`config.mk`:
```
export PLATFORM = sky130hd
export DESIGN_NAME = sram_bus_arbiter
export DESIGN_NICKNAME = d
export VERILOG_FILES = /design/src/rtl/sram_bus_arbiter_pkg.sv /design/src/rtl/sram_bus_arbiter_owner_fifo.sv /design/src/rtl/sram_bus_arbiter.sv
export SDC_FILE = /design/constraint.sdc
export NUM_CORES = 1
export LEC_CHECK = 0
export ABC_AREA = 1
export BUFFER_PORTS_ARGS = -buffer_cell sky130_fd_sc_hd__buf_2
export CORE_AREA = 4 4 106 108
export DETAILED_ROUTE_END_ITERATION = 6
export DIE_AREA = 0 0 110 112
export GPL_TIMING_DRIVEN = 0
export SKIP_LAST_GASP = 1
export SYNTH_ARGS = -nofsm -noshare
export SYNTH_HDL_FRONTEND = slang
export SYNTH_SLANG_ARGS = --single-unit
export TNS_END_PERCENT = 100
```
`constraint.sdc`:
```
create_clock -name clk -period 3.4 [get_ports clk]
set_input_delay 0.17 -clock clk [delete_from_list [all_inputs] [get_ports clk]]
set_output_delay 0.17 -clock clk [all_outputs]
set_load 0.01 [all_outputs]
```
`src/rtl/sram_bus_arbiter_pkg.sv`:
```
// Shared types and constants for the sram-like bus arbiter.
// Owner encoding, access size and the request bundle layout.
package sram_bus_arbiter_pkg;

    typedef enum logic {
        OWNER_INST = 1'b0,
        OWNER_DATA = 1'b1
    } owner_e;

    typedef enum logic {
        LK_FREE = 1'b0,
        LK_HELD = 1'b1
    } lock_e;

    localparam logic [1:0] SIZE_WORD = 2'b10;

    typedef struct packed {
        logic        wr;
        logic [1:0]  size;
        logic [3:0]  wstrb;
        logic [31:0] addr;
        logic [31:0] wdata;
    } mem_cmd_t;

    localparam int ARB_BUS_W = $bits(mem_cmd_t);

endpackage

```
`src/rtl/sram_bus_arbiter_owner_fifo.sv`:
```
// In-order record of which master owns each outstanding transaction.
// Depth must be a power of two so the pointers wrap naturally.
module sram_bus_arbiter_owner_fifo #(
    parameter int DEPTH = 2
) (
    input  logic                       clk,
    input  logic                       reset,
    input  logic                       push,
    input  logic                       push_owner,
    input  logic                       pop,
    output logic                       full,
    output logic                       empty,
    output logic                       head,
    output logic [$clog2(DEPTH+1)-1:0] count
);

    localparam int AW = (DEPTH > 1) ? $clog2(DEPTH) : 1;
    localparam int CW = $clog2(DEPTH + 1);

    logic [DEPTH-1:0] slots;
    logic [AW-1:0]    wr_ptr;
    logic [AW-1:0]    rd_ptr;
    logic             do_push;
    logic             do_pop;

    assign full    = (count == CW'(DEPTH));
    assign empty   = (count == '0);
    assign do_push = push && !full;
    assign do_pop  = pop && !empty;
    assign head    = slots[rd_ptr];

    // Owner storage; contents are meaningless while empty so no reset.
    always_ff @(posedge clk) begin
        if (do_push) begin
            slots[wr_ptr] <= push_owner;
        end
    end

    // Pointers and occupancy; push and pop together leave count unchanged.
    always_ff @(posedge clk) begin
        if (reset) begin
            wr_ptr <= '0;
            rd_ptr <= '0;
            count  <= '0;
        end else begin
            if (do_push) begin
                wr_ptr <= wr_ptr + AW'(1);
            end
            if (do_pop) begin
                rd_ptr <= rd_ptr + AW'(1);
            end
            if (do_push && !do_pop) begin
                count <= count + CW'(1);
            end else if (do_pop && !do_push) begin
                count <= count - CW'(1);
            end
        end
    end

endmodule

```
`src/rtl/sram_bus_arbiter.sv`:
```
// Shares one sram-like port between fetch (inst) and memory (data).
// Data wins, inst is forced after STARVE_MAX consecutive data wins.
module sram_bus_arbiter
    import sram_bus_arbiter_pkg::*;
#(
    parameter int OUTSTANDING = 2,
    parameter int STARVE_MAX  = 4
) (
    input  logic        clk,
    input  logic        reset,
    input  logic        inst_req,
    input  logic [31:0] inst_addr,
    output logic        inst_addr_ok,
    output logic        inst_data_ok,
    output logic [31:0] inst_rdata,
    input  logic        data_req,
    input  logic        data_wr,
    input  logic [1:0]  data_size,
    input  logic [3:0]  data_wstrb,
    input  logic [31:0] data_addr,
    input  logic [31:0] data_wdata,
    output logic        data_addr_ok,
    output logic        data_data_ok,
    output logic [31:0] data_rdata,
    output logic        mem_req,
    output logic        mem_wr,
    output logic [1:0]  mem_size,
    output logic [3:0]  mem_wstrb,
    output logic [31:0] mem_addr,
    output logic [31:0] mem_wdata,
    input  logic        mem_addr_ok,
    input  logic        mem_data_ok,
    input  logic [31:0] mem_rdata,
    output logic        resp_err
);

    localparam int SW = $clog2(STARVE_MAX + 1);
    localparam int CW = $clog2(OUTSTANDING + 1);

    lock_e    lock_state;
    lock_e    lock_next;
    owner_e   lock_owner;
    owner_e   lock_owner_next;
    owner_e   owner;
    owner_e   head_owner;
    logic     grant;
    logic     accept;
    logic     starve_hit;
    logic     fifo_full;
    logic     fifo_empty;
    logic     fifo_head;
    logic     resp_valid;
    logic [CW-1:0] fifo_count;
    logic [SW-1:0] starve_cnt;
    mem_cmd_t inst_cmd;
    mem_cmd_t data_cmd;
    mem_cmd_t mem_cmd;

    assign starve_hit = inst_req && (starve_cnt == SW'(STARVE_MAX));

    assign inst_cmd = '{wr: 1'b0, size: SIZE_WORD, wstrb: 4'b0000,
                        addr: inst_addr, wdata: 32'h0};
    assign data_cmd = '{wr: data_wr, size: data_size, wstrb: data_wstrb,
                        addr: data_addr, wdata: data_wdata};

    // Pick the owner: a held lock overrides priority, else fixed order.
    always_comb begin
        grant = 1'b0;
        owner = OWNER_INST;
        if (lock_state == LK_HELD) begin
            grant = 1'b1;
            owner = lock_owner;
        end else if (fifo_full) begin
            grant = 1'b0;
        end else if (data_req && !starve_hit) begin
            grant = 1'b1;
            owner = OWNER_DATA;
        end else if (inst_req) begin
            grant = 1'b1;
            owner = OWNER_INST;
        end
    end

    // Drive the memory port from the granted master, zero when idle.
    always_comb begin
        mem_cmd = '0;
        if (grant) begin
            mem_cmd = (owner == OWNER_DATA) ? data_cmd : inst_cmd;
        end
    end

    assign mem_req   = grant;
    assign mem_wr    = mem_cmd.wr;
    assign mem_size  = mem_cmd.size;
    assign mem_wstrb = mem_cmd.wstrb;
    assign mem_addr  = mem_cmd.addr;
    assign mem_wdata = mem_cmd.wdata;

    assign accept       = grant && mem_addr_ok;
    assign inst_addr_ok = accept && (owner == OWNER_INST);
    assign data_addr_ok = accept && (owner == OWNER_DATA);

    assign head_owner   = owner_e'(fifo_head);
    assign resp_valid   = mem_data_ok && !fifo_empty;
    assign inst_data_ok = resp_valid && (head_owner == OWNER_INST);
    assign data_data_ok = resp_valid && (head_owner == OWNER_DATA);
    assign inst_rdata   = mem_rdata;
    assign data_rdata   = mem_rdata;

    // Lock register: holds the owner of a request the memory stalled.
    always_ff @(posedge clk) begin
        if (reset) begin
            lock_state <= LK_FREE;
            lock_owner <= OWNER_INST;
        end else begin
            lock_state <= lock_next;
            lock_owner <= lock_owner_next;
        end
    end

    // Lock next state: take on a stalled grant, release on accept.
    always_comb begin
        lock_next       = lock_state;
        lock_owner_next = lock_owner;
        unique case (lock_state)
            LK_FREE: begin
                if (grant && !mem_addr_ok) begin
                    lock_next       = LK_HELD;
                    lock_owner_next = owner;
                end
            end
            LK_HELD: begin
                if (mem_addr_ok) begin
                    lock_next = LK_FREE;
                end
            end
            default: lock_next = LK_FREE;
        endcase
    end

    // Count data wins while inst is waiting; any inst win or idle clears.
    always_ff @(posedge clk) begin
        if (reset) begin
            starve_cnt <= '0;
        end else if (!inst_req) begin
            starve_cnt <= '0;
        end else if (accept && owner == OWNER_INST) begin
            starve_cnt <= '0;
        end else if (accept && starve_cnt != SW'(STARVE_MAX)) begin
            starve_cnt <= starve_cnt + SW'(1);
        end
    end

    // Sticky flag for a response with nothing outstanding.
    always_ff @(posedge clk) begin
        if (reset) begin
            resp_err <= 1'b0;
        end else if (mem_data_ok && fifo_empty) begin
            resp_err <= 1'b1;
        end
    end

    sram_bus_arbiter_owner_fifo #(
        .DEPTH (OUTSTANDING)
    ) u_owner_fifo (
        .clk        (clk),
        .reset      (reset),
        .push       (accept),
        .push_owner (logic'(owner)),
        .pop        (mem_data_ok),
        .full       (fifo_full),
        .empty      (fifo_empty),
        .head       (fifo_head),
        .count      (fifo_count)
    );

    logic unused_ok;
    assign unused_ok = ^fifo_count;

endmodule
```
**Word level (Yosys, flattened, before mapping)**

Cells that the tools add are included.

- Mux-type cells: 19
- $lt $le $gt $ge: 3
- Equality and inequality tests: 3
- $add $sub $neg: 5
- Bitwise logic cells: 4
- Reductions and logical operators: 25

Operators with widths:

| operator | number |
|---|---|
| 2-to-1 mux 71 bit | 2 |
| logical AND 1 bit | 15 |
| 2-to-1 mux 1 bit | 12 |
| zero test 1 bit | 6 |
| less-than comparator 1 x 2 -> 1 bit (second input constant) | 2 |
| 2-to-1 mux 2 bit | 2 |
| inverter 1 bit | 4 |
| adder 3 x 1 -> 3 bit (second input constant) | 1 |
| == test 3 bit (second input constant) | 1 |
| inequality test 3 bit (second input constant) | 1 |
| OR reduction 3 bit | 1 |
| adder 1 bit (second input constant) | 2 |
| adder 2 x 1 -> 2 bit (second input constant) | 1 |
| bitwise mux 2 bit | 1 |
| == test 2 bit (second input constant) | 1 |
| zero test 2 bit | 1 |
| one-hot mux 1 bit (2 select lines) | 1 |
| AND reduction 2 bit | 1 |
| nonzero test 2 bit | 1 |
| subtractor 2 x 1 -> 2 bit (second input constant) | 1 |
| demux 1 bit (select 1 bit) | 1 |
| greater-or-equal comparator 1 bit (second input constant) | 1 |

- Register bits: 12
- Logic and storage cells: 67
- Bits of input ports: 141

**Depth between registers and ports, before layout**

- Depth after elaboration: 13
- Depth in mapped cells: 13
- Depth with buffers taken out: 12

**By module**

From an unflattened synthesis, not the netlist that was laid out.

- Cell total of the unflattened synthesis: 357
- Area total of the unflattened synthesis: 1975.6 µm²

By module, submodules not included:

| module | cells each | area an instance (µm²) | sequential area each (µm²) | instances |
|---|---|---|---|---|
| sram_bus_arbiter | 317 | 1675.4 | 120.1 | 1 |
| sram_bus_arbiter_owner_fifo | 40 | 300.3 | 140.1 | 1 |

**Worst setup path before layout**

OpenSTA, ideal clock, no wires.

- Kind: reg-to-reg
- Start point: reg u_owner_fifo.count[0]
- End point: reg u_owner_fifo.count[1]
- Arrival: 1455 ps
- Setup slack: 1832 ps
- Stages on the path, launching flop included: 13
- Period minus slack after synthesis: 1568 ps
- Path buffers: 1
- Setup time: 113 ps
- Path through: dfxtp_1 inv_2 nand2_4 nand2_2 nand2_4 buf_6 nand3_4 inv_1 ha_1 a21oi_1 o21ai_0 nor2_1 nor2_1

- Cells in the longest elaborated chain, start to end: 8
- Elaborated cells between the ends (all ways): 18

RTL lines:

| what | RTL line | text |
|---|---|---|
| start: declaration | sram_bus_arbiter_owner_fifo.sv:14 | `output logic [$clog2(DEPTH+1)-1:0] count` |
| start signal: assignment | sram_bus_arbiter_owner_fifo.sv:53 | `count <= count + CW'(1);` |
| start signal: assignment | sram_bus_arbiter_owner_fifo.sv:55 | `count <= count - CW'(1);` |
| == test 2 bit (*) | sram_bus_arbiter_owner_fifo.sv:26 | `assign full = (count == CW'(DEPTH));` |
| 2-to-1 mux 1 bit | sram_bus_arbiter.sv:73 | `end else if (fifo_full) begin` |
| 2-to-1 mux 1 bit | sram_bus_arbiter.sv:70 | `if (lock_state == LK_HELD) begin` |
| logical AND 1 bit | sram_bus_arbiter.sv:99 | `assign accept = grant && mem_addr_ok;` |
| logical AND 1 bit (*) | sram_bus_arbiter_owner_fifo.sv:28 | `assign do_push = push && !full;` |
| named net u_owner_fifo.do_push | sram_bus_arbiter_owner_fifo.sv:23 | `logic do_push;` |
| zero test 1 bit | sram_bus_arbiter_owner_fifo.sv:54 | `end else if (do_pop && !do_push) begin` |
| logical AND 1 bit | sram_bus_arbiter_owner_fifo.sv:54 |  |
| nonzero test 2 bit (no source line) | -- |  |

Mark *: on every way through the listed nets, which the timed path passes. The rest lies on a longest branch. The select of a mux whose other input is x is not followed.
A chain may end at the register's enable or synchronous reset.

**Final worst setup path**

- Start point: reg starve_cnt[0]
- End point: out mem_addr[27]

- Cells in the longest elaborated chain, start to end: 9
- Elaborated cells between the ends (all ways): 12

RTL lines:

| what | RTL line | text |
|---|---|---|
| start: declaration | sram_bus_arbiter.sv:54 | `logic [SW-1:0] starve_cnt;` |
| start signal: assignment | sram_bus_arbiter.sv:150 | `starve_cnt <= starve_cnt + SW'(1);` |
| == test 3 bit (*) | sram_bus_arbiter.sv:59 | `assign starve_hit = inst_req && (starve_cnt == SW'(STARVE_MAX));` |
| logical AND 1 bit (*) | sram_bus_arbiter.sv:59 |  |
| zero test 1 bit (*) | sram_bus_arbiter.sv:75 | `end else if (data_req && !starve_hit) begin` |
| logical AND 1 bit (*) | sram_bus_arbiter.sv:75 |  |
| 2-to-1 mux 1 bit | sram_bus_arbiter.sv:75 |  |
| 2-to-1 mux 1 bit | sram_bus_arbiter.sv:73 |  |
| 2-to-1 mux 1 bit | sram_bus_arbiter.sv:70 |  |
| 2-to-1 mux 71 bit | sram_bus_arbiter.sv:88 | `mem_cmd = (owner == OWNER_DATA) ? data_cmd : inst_cmd;` |
| 2-to-1 mux 71 bit (*) | sram_bus_arbiter.sv:87 | `if (grant) begin` |
| end: declaration | sram_bus_arbiter.sv:29 | `output logic [31:0] mem_addr,` |

Mark *: on every way between the ends. The rest lies on a longest branch, timed or not.

==> metrics.cfg <==
[layout]
fillerInstances = 1224
final_design_area_no_fill_um2 = 3420
n_antenna_cell = 0
instances_no_fill = 736
drive_gt1_frac = 0.565
fin_nets = 745
area_delta_synth_final_pct = 74.1
mostFrequentLayoutCells = 255 x buf_2, 118 x nor2_1, 66 x buf_4
final_common_cell = buf_2

[sta]
finalMaxSlewViolations = 0
period_needed_ps = 2050
relSlewSlack = 0.617
fmax_mhz = 488
setup_tns_ps = 0
finalClockSkew_ps = 1.96
tightestPinTransition_ps = 568
setup_viol_count_final = 0
rsz0062_at_grt = false
fin_crit_sh = 0.602
hold_viol = 0

[status]
status = finished, final reports clean

[power_and_ir_drop]
leakage_nw = 2.25
p_per_area_nw_per_um2 = 408
p_sw_mw = 0.686
seq_power_share = 0.139
swShare = 0.492
power_frac_comb = 0.768
ir_drop_uv = 324
p_clk_frac = 0.094
p_int_mw = 0.709

[global_route]
grt_pass1_wl_mm = 13.2
grt_usage = 0.130
grt_pass1_vias = 2716
grt_antenna_before_repair = 0
grt_max_degree = 12
overflow = 0

[clock_network]
clock_tree.root_cell = clkbuf_8
numCtsBuffers = 3
clock_path_buffers = 2
cts_tree = yes
clkTransAtPathRegs_ps = 50
cts_sinks = 12
cts_setup_buffers = 0
cts.htree.levels = 1
insertion_delay_ps = 240
postCtsHoldBufs = 0
ctsResizeCount = 0

[job]
cap_violations = 0

[yosys]
ys_seq_area_frac = 0.132
syn_inst = 348
synth.distinct_cells = 27
ys_warn_count = 0
synth-seq-cells = 12
synth.cell_area_um2 = 1960
synth_nets = 492
avgSynthCellArea_um2 = 5.64

[drt]
vias = 2797
drc = 0
routed_via_density = 3.80
first_pass_iters = 4
avgRoutedWirePerCell_um = 12.1
ant_nets = 0
routed_wirelength_mm = 8.93
dr.first_iter.drc_count = 140

[setup_path]
required_ps = 3230
worstSetupPathType = flip-flop to output port
critPathArrivalTime_ps = 1880
critPathCaptureType = output port
startpoint_type = flip-flop
crit_fanout = 10

[die]
dieHeight_um = 112
placementRows = 37
die_area_um2 = 12300
core_area_um2 = 10200
ios = 282
start_util = 0.192
die_x_um = 110

[place]
placement.io_buffers = 248
gp_congestion = 0.809
dp_hpwl_mm = 7.90
placed_cells = 732
place_area_um2 = 3380

[min_path]
hp-class = primary input to flip-flop

cell families (layout without fill, tap and decap cells):
logic type / Yosys count / after routing / synth area share
AOI/OAI and AO/OA: 39 / 39 / 0.100
xor gates and xnor gates: 1 / 1 / 0.00446
DFF: 12 / 12 / 0.132
and+or+nand+nor: 156 / 156 / 0.331
adders and majority gates: 3 / 3 / 0.0191
buffers and inverters: 137 / 389 / 0.413
through the flow:
stage / utilization / total power, mW / hold WS [ps] / setup slack (ps)
2_1_floorplan: - / 0.849 / 242 / 1830
3_3_place_gp: 0.330 / 1.29 / 382 / 1570
3_5_place_dp: 0.330 / 1.28 / 385 / 1580
4_1_cts: 0.334 / 1.42 / 134 / 1320
5_1_grt: 0.334 / 1.54 / 144 / 1200
6_report: 0.334 / 1.39 / 130 / 1350
final timing paths:
kind	slack [ps]	cells past startpoint	end	startpoint
setup reg to reg	1670	13	u_owner_fifo.count[1]	u_owner_fifo.count[0]
hold / removal	130	2	u_owner_fifo.count[0]	reset
setup / recovery	1350	9	mem_addr[27]	starve_cnt[0]
hold reg to reg	480	2	resp_err	resp_err
registers in the layout, summed over array words and instances (netlist names):
signal,cells
starve_cnt,3
u_owner_fifo.count,2
u_owner_fifo.slots,2
lock_owner,1
lock_state,1
resp_err,1
u_owner_fifo.rd_ptr,1
u_owner_fifo.wr_ptr,1
cell usage after synthesis:
master    count  area (µm²)
nand3_2       1        10.0
nand2_4       3        33.8
xor2_1        1        8.76
inv_2         1        3.75
nor3_1        1        5.00
ha_1          3        37.5
nand3_4       1        17.5
a31oi_1       1        6.26
buf_2         7        35.0
o21ai_1       1        5.00
nand4_1       3        18.8
buf_6         5        56.3
inv_1        56         210
buf_4        66         495
inv_4         1        6.26
nand3_1       2        10.0
o21ai_0      35         175
nand2_2       1        6.26
nor2_1      118         443
nand2_1      23        86.3
dfxtp_1      10         200
edfxtp_1      2        60.1
a21oi_1       2        10.0
nand3b_1      1        7.51
or2_2         1        6.26
clkbuf_1      1        3.75
nor2_2        1        6.26
power by group through the flow:
stage                     sequential, mW  clock, mW  combinational [mW]
after CTS                          0.194      0.132                1.09
after detailed placement           0.197          0                1.09
after global routing               0.198      0.140                1.20
final                              0.194      0.130                1.07
after global placement             0.197          0                1.09
after floorplan                    0.195          0               0.653
worst max-delay path, cell delays in order (launching register included):
cell     delay, ps
dfxtp_1        360
inv_1           70
ha_1           220
nand3_1        100
nand3_2         90
nand2_4        130
buf_2          260
o21ai_0        100
nor2_1         140
buf_2          160
layout make-up:
cell class / instances / area [µm²] / share of cell area
multi-input cells: 199 / 893 / 0.261
inverters: 58 / 220 / 0.0644
clock buffers: 3 / 41.3 / 0.0121
repair buffers: 248 / 1240 / 0.363
clock inverters: 1 / 3.75 / 0.00110
well taps: 136 / 170 / 0.0497
flip-flops and latches: 12 / 260 / 0.0761
plain buffers: 79 / 591 / 0.173
per-layer routing:
layer,track usage,wire length [µm],vias up,share of wire
met5,0,0,-,0
met4,0.0166,62,0,0.0069
met3,0.0145,794,10,0.089
met2,0.244,4550,137,0.51
met1,0.159,3520,1177,0.39
li1,-,-,1473,-
Note: power is estimated with default switching activity, not from simulation.
